File: src/rtl/tdc_pkg.sv
// Shared definitions for the TDC event stamper.
//  - Default width/timeout constants used as parameter defaults.
//  - FSM state encoding for the measurement sequencer.
//  - is_busy(): a measurement is in progress in any state other than idle.
package tdc_pkg;

  localparam int unsigned DefaultDataWidth  = 32;
  localparam int unsigned DefaultFineWidth  = 9;
  localparam int unsigned DefaultTimeoutCyc = 1024;

  typedef enum logic [1:0] {
    StIdle      = 2'd0,
    StWaitStart = 2'd1,
    StWaitStop  = 2'd2
  } tdc_state_e;

  function automatic logic is_busy(input tdc_state_e state);
    return (state != StIdle);
  endfunction

endpackage

File: src/rtl/tdc_coarse_counter.sv
// Saturating coarse cycle counter for the TDC event stamper.
// Ports:
//  clk_i    : system clock
//  rst_i    : asynchronous active-high reset, counter -> 0
//  clear_i  : restart; the current cycle reads as 0
//  en_i     : advance by one per cycle, sticking at all-ones
//  count_o  : count value belonging to the current cycle
// count_o is the value being registered this cycle, so a hit sampled in the same
// cycle as clear_i stamps 0 and a hit k cycles later stamps k.
module tdc_coarse_counter
  import tdc_pkg::*;
#(
  parameter int unsigned DATA_WIDTH = DefaultDataWidth
) (
  input  logic                  clk_i,
  input  logic                  rst_i,
  input  logic                  clear_i,
  input  logic                  en_i,
  output logic [DATA_WIDTH-1:0] count_o
);

  logic [DATA_WIDTH-1:0] count_q, count_d;
  logic                  saturated;

  assign saturated = &count_q;

  always_comb begin
    count_d = count_q;
    if (clear_i) begin
      count_d = '0;
    end else if (en_i && !saturated) begin
      count_d = count_q + 1'b1;
    end
  end

  always_ff @(posedge clk_i or posedge rst_i) begin
    if (rst_i) begin
      count_q <= '0;
    end else begin
      count_q <= count_d;
    end
  end

  assign count_o = count_d;

endmodule

File: src/rtl/tdc_event_stamper.sv
// Timestamp source for the T0 interval path.
// After an arm request, the first start hit and the following stop hit are each
// stamped with a coarse cycle count (relative to the arm cycle) and their encoded
// fine code, and reported by one-cycle start/stop strobes to the interval calculator.
// Ports:
//  clk_i, rst_i          : system clock, asynchronous active-high reset
//  arm_i                 : one-cycle request to begin a measurement (ignored while busy)
//  start_hit_i/_fine_i   : start strobe and its fine code
//  stop_hit_i/_fine_i    : stop strobe and its fine code
//  start_en_o            : one-cycle pulse, start stamp valid
//  start_coarse_data_o   : coarse stamp of start
//  start_fine_data_o     : fine stamp of start, zero-extended
//  stop_en_o             : one-cycle pulse, stop stamp valid
//  stop_coarse_data_o    : coarse stamp of stop
//  stop_fine_data_o      : fine stamp of stop, zero-extended
//  busy_o                : waiting for start or stop
//  timeout_o             : one-cycle pulse, no stop within TIMEOUT_CYC cycles, aborted
// FINE_WIDTH is expected to be <= DATA_WIDTH.
module tdc_event_stamper
  import tdc_pkg::*;
#(
  parameter int unsigned DATA_WIDTH  = DefaultDataWidth,
  parameter int unsigned FINE_WIDTH  = DefaultFineWidth,
  parameter int unsigned TIMEOUT_CYC = DefaultTimeoutCyc
) (
  input  logic                  clk_i,
  input  logic                  rst_i,
  input  logic                  arm_i,
  input  logic                  start_hit_i,
  input  logic [FINE_WIDTH-1:0] start_fine_i,
  input  logic                  stop_hit_i,
  input  logic [FINE_WIDTH-1:0] stop_fine_i,
  output logic                  start_en_o,
  output logic [DATA_WIDTH-1:0] start_coarse_data_o,
  output logic [DATA_WIDTH-1:0] start_fine_data_o,
  output logic                  stop_en_o,
  output logic [DATA_WIDTH-1:0] stop_coarse_data_o,
  output logic [DATA_WIDTH-1:0] stop_fine_data_o,
  output logic                  busy_o,
  output logic                  timeout_o
);

  localparam int unsigned         TcntWidth = $clog2(TIMEOUT_CYC + 1);
  localparam logic [TcntWidth-1:0] TcntLimit = TcntWidth'(TIMEOUT_CYC);

  tdc_state_e            state_q, state_d;
  logic [TcntWidth-1:0]  tcnt_q, tcnt_d, tcnt_inc;
  logic                  start_en_q, start_en_d;
  logic                  stop_en_q, stop_en_d;
  logic                  timeout_q, timeout_d;
  logic [DATA_WIDTH-1:0] start_coarse_q, start_coarse_d;
  logic [DATA_WIDTH-1:0] start_fine_q, start_fine_d;
  logic [DATA_WIDTH-1:0] stop_coarse_q, stop_coarse_d;
  logic [DATA_WIDTH-1:0] stop_fine_q, stop_fine_d;

  logic                  cnt_clear;
  logic                  cnt_en;
  logic [DATA_WIDTH-1:0] coarse_now;

  // Kept outside the FSM block so the counter path is not a combinational loop
  // through that block.
  assign cnt_clear = (state_q == StIdle) && arm_i;
  assign cnt_en    = (state_q != StIdle);

  tdc_coarse_counter #(
    .DATA_WIDTH (DATA_WIDTH)
  ) u_coarse_counter (
    .clk_i   (clk_i),
    .rst_i   (rst_i),
    .clear_i (cnt_clear),
    .en_i    (cnt_en),
    .count_o (coarse_now)
  );

  // Counts completed WAIT_STOP cycles; tcnt_inc is the count including this one.
  assign tcnt_inc = tcnt_q + 1'b1;

  always_comb begin
    state_d        = state_q;
    tcnt_d         = tcnt_q;
    start_en_d     = 1'b0;
    stop_en_d      = 1'b0;
    timeout_d      = 1'b0;
    start_coarse_d = start_coarse_q;
    start_fine_d   = start_fine_q;
    stop_coarse_d  = stop_coarse_q;
    stop_fine_d    = stop_fine_q;

    unique case (state_q)
      StIdle: begin
        // Hits are ignored here, including one coinciding with arm.
        if (arm_i) begin
          state_d = StWaitStart;
        end
      end
      StWaitStart: begin
        // A stop hit before the start has been captured is meaningless; drop it.
        if (start_hit_i) begin
          start_coarse_d = coarse_now;
          start_fine_d   = DATA_WIDTH'(start_fine_i);
          start_en_d     = 1'b1;
          tcnt_d         = '0;
          state_d        = StWaitStop;
        end
      end
      StWaitStop: begin
        tcnt_d = tcnt_inc;
        // Stop on the terminal cycle still counts as a valid measurement.
        if (stop_hit_i) begin
          stop_coarse_d = coarse_now;
          stop_fine_d   = DATA_WIDTH'(stop_fine_i);
          stop_en_d     = 1'b1;
          state_d       = StIdle;
        end else if (tcnt_inc == TcntLimit) begin
          timeout_d = 1'b1;
          state_d   = StIdle;
        end
      end
      default: begin
        state_d = StIdle;
      end
    endcase
  end

  always_ff @(posedge clk_i or posedge rst_i) begin
    if (rst_i) begin
      state_q        <= StIdle;
      tcnt_q         <= '0;
      start_en_q     <= 1'b0;
      stop_en_q      <= 1'b0;
      timeout_q      <= 1'b0;
      start_coarse_q <= '0;
      start_fine_q   <= '0;
      stop_coarse_q  <= '0;
      stop_fine_q    <= '0;
    end else begin
      state_q        <= state_d;
      tcnt_q         <= tcnt_d;
      start_en_q     <= start_en_d;
      stop_en_q      <= stop_en_d;
      timeout_q      <= timeout_d;
      start_coarse_q <= start_coarse_d;
      start_fine_q   <= start_fine_d;
      stop_coarse_q  <= stop_coarse_d;
      stop_fine_q    <= stop_fine_d;
    end
  end

  assign start_en_o          = start_en_q;
  assign start_coarse_data_o = start_coarse_q;
  assign start_fine_data_o   = start_fine_q;
  assign stop_en_o           = stop_en_q;
  assign stop_coarse_data_o  = stop_coarse_q;
  assign stop_fine_data_o    = stop_fine_q;
  assign busy_o              = is_busy(state_q);
  assign timeout_o           = timeout_q;

endmodule

File: config.mk
export PLATFORM = sky130hd
export DESIGN_NAME = tdc_event_stamper
export DESIGN_NICKNAME = d
export VERILOG_FILES = /design/src/rtl/tdc_pkg.sv /design/src/rtl/tdc_coarse_counter.sv /design/src/rtl/tdc_event_stamper.sv
export SDC_FILE = /design/constraint.sdc
export NUM_CORES = 1
export LEC_CHECK = 0
export CAP_MARGIN = 0
export CORE_ASPECT_RATIO = 1.5
export CORE_UTILIZATION = 40
export CTS_CLUSTER_DIAMETER = 80
export DETAILED_ROUTE_END_ITERATION = 12
export DONT_BUFFER_PORTS = 1
export PLACE_DENSITY = 0.65
export RECOVER_POWER = 100
export SYNTH_ARGS = -nofsm -noshare
export SYNTH_HDL_FRONTEND = slang
export SYNTH_SLANG_ARGS = --single-unit
File: constraint.sdc
create_clock -name clk_i -period 4.82 [get_ports clk_i]
set_clock_uncertainty 0.1 [all_clocks]
set_input_delay 0.482 -clock clk_i [delete_from_list [all_inputs] [get_ports clk_i]]
set_output_delay 0.482 -clock clk_i [all_outputs]
set_load 0.02 [all_outputs]
Word-level counts from Yosys, hierarchy flattened
Cells that the tools add are included.
W data, S select, Z words.
- register bits: 130
- input bits: 23
- word-level logic and storage cells: 45
- $add $sub $neg: 2
- equality and inequality tests: 6
- multiplexer cells: 16
- reductions and logical operators: 11
- operators with widths (kind ; count):
    $mux W32 ; 2
    $add A32 B1 Y32 const B ; 1
    $reduce_and A32 Y1 ; 1
    $pmux W11 S2 ; 1
    $add A11 B1 Y11 const B ; 1
    $eq A11 B11 Y1 const B ; 1
    $mux W11 ; 1
    $mux W2 ; 4
    $mux W1 ; 7
    $pmux W2 S3 ; 1
    $reduce_and A2 Y1 ; 3
    $ne A2 B2 Y1 const B ; 2
    $reduce_bool A2 Y1 ; 2
    $ne A3 B3 Y1 const B ; 1
    $reduce_and A3 Y1 ; 1
    $eq A2 B1 Y1 const B ; 1
    $eq A2 B2 Y1 const B ; 1
    $logic_and A1 B1 Y1 ; 2
    $logic_not A2 Y1 ; 1
    $logic_not A1 Y1 ; 1

Logic depth before layout (Yosys ltp)
- depth after elaboration: 5
- depth in mapped cells: 8
- gate-level depth less buffers: 6

By module
Synthesis repeated with hierarchy kept, for this count alone.
- cell total of the unflattened synthesis: 611
- area, all modules: 6120.9 um^2
- modules (own cells, without submodules) (module ; instances ; cells an instance ; area an instance (um^2) ; sequential area each (um^2)):
    tdc_event_stamper ; 1 ; 412 ; 4306.6 ; 2452.4
    tdc_coarse_counter ; 1 ; 199 ; 1814.2 ; 800.8

Worst setup path after synthesis
OpenSTA, ideal clock, no wires.
- path type: register to register
- from: register u_coarse_counter.count_q[0]
- to: register start_coarse_q[11], in the netlist start_coarse_data_o[11]
- setup time: 0.135 ns
- arrival: 1.871 ns
- required time: 4.585 ns
- slack: 2.714 ns
- stages on the path, launching flop included: 7
- clock period less this slack: 2.106 ns
- path through: dfrtp_1 ha_1 nand3_1 nor4_1 a311o_1 xor2_1 o21ai_0
- word-level cells in the longest chain between the ends: 5
- elaborated cells on any way between the ends: 6
- those cells by class: add/sub (1); mux (2); reduce/logical (3)
- RTL lines (what ; RTL line ; source):
    start, declared ; tdc_coarse_counter.sv:22 ; logic [DATA_WIDTH-1:0] count_q, count_d;
    start signal, assigned ; tdc_coarse_counter.sv:40 ; count_q <= count_d;
    branches (longest 3 deep; another with $add A32 B1 Y32) ; n/a ;
    $mux W32 (*) ; tdc_coarse_counter.sv:31 ; end else if (en_i && !saturated) begin
    $mux W32 (*) ; tdc_coarse_counter.sv:29 ; if (clear_i) begin
    end signal, assigned ; tdc_event_stamper.sv:142 ; start_coarse_q <= start_coarse_d;
    end, declared ; tdc_event_stamper.sv:51 ; logic [DATA_WIDTH-1:0] start_coarse_q, start_coarse_d;
Mark *: on every way between the ends.
A chain may end at the register's enable or synchronous reset.

Worst setup path in the final report
- from: register u_coarse_counter.count_q[9]
- to: register start_coarse_q[17], in the netlist start_coarse_data_o[17]
The elaborated chain is that of the path after synthesis.

==> flow_metrics.env <==
export IMPL_synthFlopType="dfrtp_1"
export IMPL_status="complete, but fails checks"
export IMPL_dieArea_um2=16300
export IMPL_worstSetupEndpointType="register"
export IMPL_cts_max_level=4
export IMPL_synth_enable_flop_cells=0
export IMPL_hold_viol=0
export IMPL_num_vias=4789
export IMPL_async_reset_ff_share_pct=100
export IMPL_synth_cell_types=49
export IMPL_tightest_slew_ns=1.74
export IMPL_grt_util_all_layers_pct=18.5
export IMPL_crit_arrival_ns=3.67
export IMPL_coreArea_um2=15200
export IMPL_setup_viol_count_final=0
export IMPL_yosys_warnings=0
export IMPL_clock_latency_ns=0.41
export IMPL_cp_slowest_cell="nor3_1"
export IMPL_syn_to_final_growth_pct=6.93
export IMPL_irDropWorstVdd_v=0.000231
export IMPL_post_route_period_util_pct=71.5
export IMPL_cts_made_buffers=17
export IMPL_p_leak_nw=2.90
export IMPL_drive_above_1_share_pct=6.45
export IMPL_cts_tree="done"
export IMPL_seqPwrFrac_pct=50.6
export IMPL_via_per_inst=5.53
export IMPL_fillCellCount=1471
export IMPL_power_switching_share_pct=40.2
export IMPL_grt_pass1_vias=4492
export IMPL_p_sw_mw=1.61
export IMPL_setup_worst_path_start_class="register"
export IMPL_drtIter0Drc=211
export IMPL_worst_hold_slack_ns=0.0390
export IMPL_ys_seq_area_share_pct=51.6
export IMPL_crit_type="reg -> reg"
export IMPL_slew_viol_final=87
export IMPL_combPwrFrac_pct=18.8
export IMPL_antenna_found_initial=0
export IMPL_powerDensity_nw_per_um2=596
export IMPL_violations="capacitance limit, slew limit"
export IMPL_yosys_register_bits=130
export IMPL_ant_nets=0
export IMPL_netlist_instances=673
export IMPL_finalWeightedCongestion=0.880
export IMPL_fin_nets=681
export IMPL_fin_setup_tns_ns=0
export IMPL_crit_path_cell_trace="nand4_1 > or3_1 > nor3_1 > o21ai_0 > a31oi_1"
export IMPL_worstHoldPathType="in -> reg"
export IMPL_die_y_um=156
export IMPL_cts_sinks=130
export IMPL_crit_required_ns=5.04
export IMPL_wl_per_cell_um=17.0
export IMPL_syn_area_per_cell_um2=9.36
export IMPL_cp_max_fo=19
export IMPL_synth_most_common_cell="dfrtp_1"
export IMPL_synth_top_area_share_pct=51.6
export IMPL_start_util_pct=41.4
export IMPL_drv_cap=3
export IMPL_p_clk_share_pct=30.5
export IMPL_wl_um=14700
export IMPL_grt_overflow=0
export IMPL_drc=0
export IMPL_netlist_area_um2=6300
export IMPL_clk_pin_slew_worst_paths_ns=0.06
export IMPL_clock_root_buffer="clkbuf_16"
export IMPL_synthTopCellsByArea="dfrtp_1 (52%), nand2_1 (7.2%), buf_4 (5.7%)"
export IMPL_first_pass_iters=5
export IMPL_r2r_slack_ns=1.37
export IMPL_synth_common_cells="dfrtp_1 (130), nand2_1 (120), o21ai_0 (50), buf_4 (48), nor2_1 (48)"
export IMPL_cts_buffer_depth=2
export IMPL_max_stage_delay_ns=1.35
export IMPL_p_total_mw=4.02
export IMPL_place_ws_ns=1.92
export IMPL_fmax_ghz=0.290
export IMPL_final_min_clock_period_ns=3.45
export IMPL_hpwl_um=10400
export IMPL_portBuffers=0
export IMPL_rows=55
export IMPL_post_cts_resized=0
export IMPL_io_pin_count=155
export IMPL_grt_pass1_wl_um=23500
export IMPL_die_x_um=104
export IMPL_internal_power_mw=2.40
export IMPL_max_slew_margin_rel_pct=-16.3
export IMPL_fin_ws_ns=1.37
export IMPL_insertedDiodeCount=0
export IMPL_rsz0062_at_grt="false"
export IMPL_yosysTopAreaCell="dfrtp_1"
export IMPL_grt_max_degree=60
[layout make-up]
| type | instances | area, um2 | share of cell area, % |
|---|---|---|---|
| flip-flops and latches | 130 | 3250 | 48.3 |
| multi-input cells | 495 | 2610 | 38.8 |
| clock buffers | 20 | 447 | 6.63 |
| well taps | 199 | 249 | 3.70 |
| clock inverters | 10 | 113 | 1.67 |
| repair buffers | 6 | 37.5 | 0.557 |
| inverters | 6 | 23.8 | 0.353 |
[placed cells by master (no fill, tap or decap), types with 2 or more instances in the layout]
master      instances
bufinv_16           2
clkinvlp_4          5
nand3_1            29
nand2b_1            2
nor4_1              8
o21ai_1             3
clkbuf_16          17
o21ai_0            54
xor2_1             11
xnor2_1             3
a31oi_1            29
clkinv_2            3
o31ai_1             4
nor3_1              5
or3_1              21
o21ai_2             5
nand2_1           119
a21oi_1            21
clkbuf_1            4
o2111ai_1           5
or4_1              15
buf_4               2
conb_1             46
nand4_1            18
ha_1                2
dfrtp_1           130
and3_1              5
inv_1               4
o211ai_1           16
and4_1              9
nor2_1             48
[layer usage]
layer / vias to the layer above / wire length [um] / GRT usage, % / part of all wire (%)
li1: 2270 / - / - / -
met1: 2303 / 5930 / 21.5 / 40
met2: 189 / 7360 / 31.3 / 50
met3: 27 / 1060 / 5.89 / 7.2
met4: 0 / 348 / 8.16 / 2.4
met5: - / 0 / 0 / 0
[sequential cells by signal (all words and copies together), names as in the netlist]
signal	count
stop_en_o	1
timeout_o	1
start_en_o	1
u_coarse_counter.count_q	32
start_coarse_data_o	32
stop_coarse_data_o	32
tcnt_q	11
state_q	2
stop_fine_data_o	9
start_fine_data_o	9
[through the flow]
stage	utilization [%]	std cells	cell area (um2)
finish	44.3	866	6740
global route	44.3	866	6740
CTS	44.7	866	6800
detailed placement	41.0	835	6230
global placement	41.0	835	6230
floorplan	-	718	6470
[power by group through the flow]
stage	logic (mW)	clock network, mW	registers (mW)
floorplan	0.665	0	1.96
global placement	0.760	0	2.05
detailed placement	0.787	0	2.06
CTS	0.786	1.25	2.05
global route	0.878	1.30	2.08
finish	0.757	1.23	2.03
[logic make-up after synthesis]
family	synth area share, %
simple gates	22.7
mux	0.159
flops	51.6
compound gates	14.2
xor+xnor	2.07
buf+inv	8.76
fa+ha+maj	0.397
other cells	0.0595
[path summary, 6_finish.rpt]
path | cells after the start | to | start
max | 5 | start_coarse_data_o[17] | u_coarse_counter.count_q[9]
min | 1 | timeout_o | stop_hit_i
max reg2reg | 5 | start_coarse_data_o[17] | u_coarse_counter.count_q[9]
min reg2reg | 1 | tcnt_q[10] | tcnt_q[10]
max in group asynchronous | 3 | stop_fine_data_o[1] | rst_i
min in group asynchronous | 2 | tcnt_q[8] | rst_i
[critical path: cells and delay by family (launching register included)]
family	cells	cell delay (ns)
compound gates	2	0.66
flops	1	0.49
simple gates	3	2.10
[timing repair]
item	4_1_cts	5_1_grt
hold buffers	1	0
buffers inserted	0	0
endpoints found under the hold margin	34	0
No activity file was read; power rests on OpenSTA's default activity.
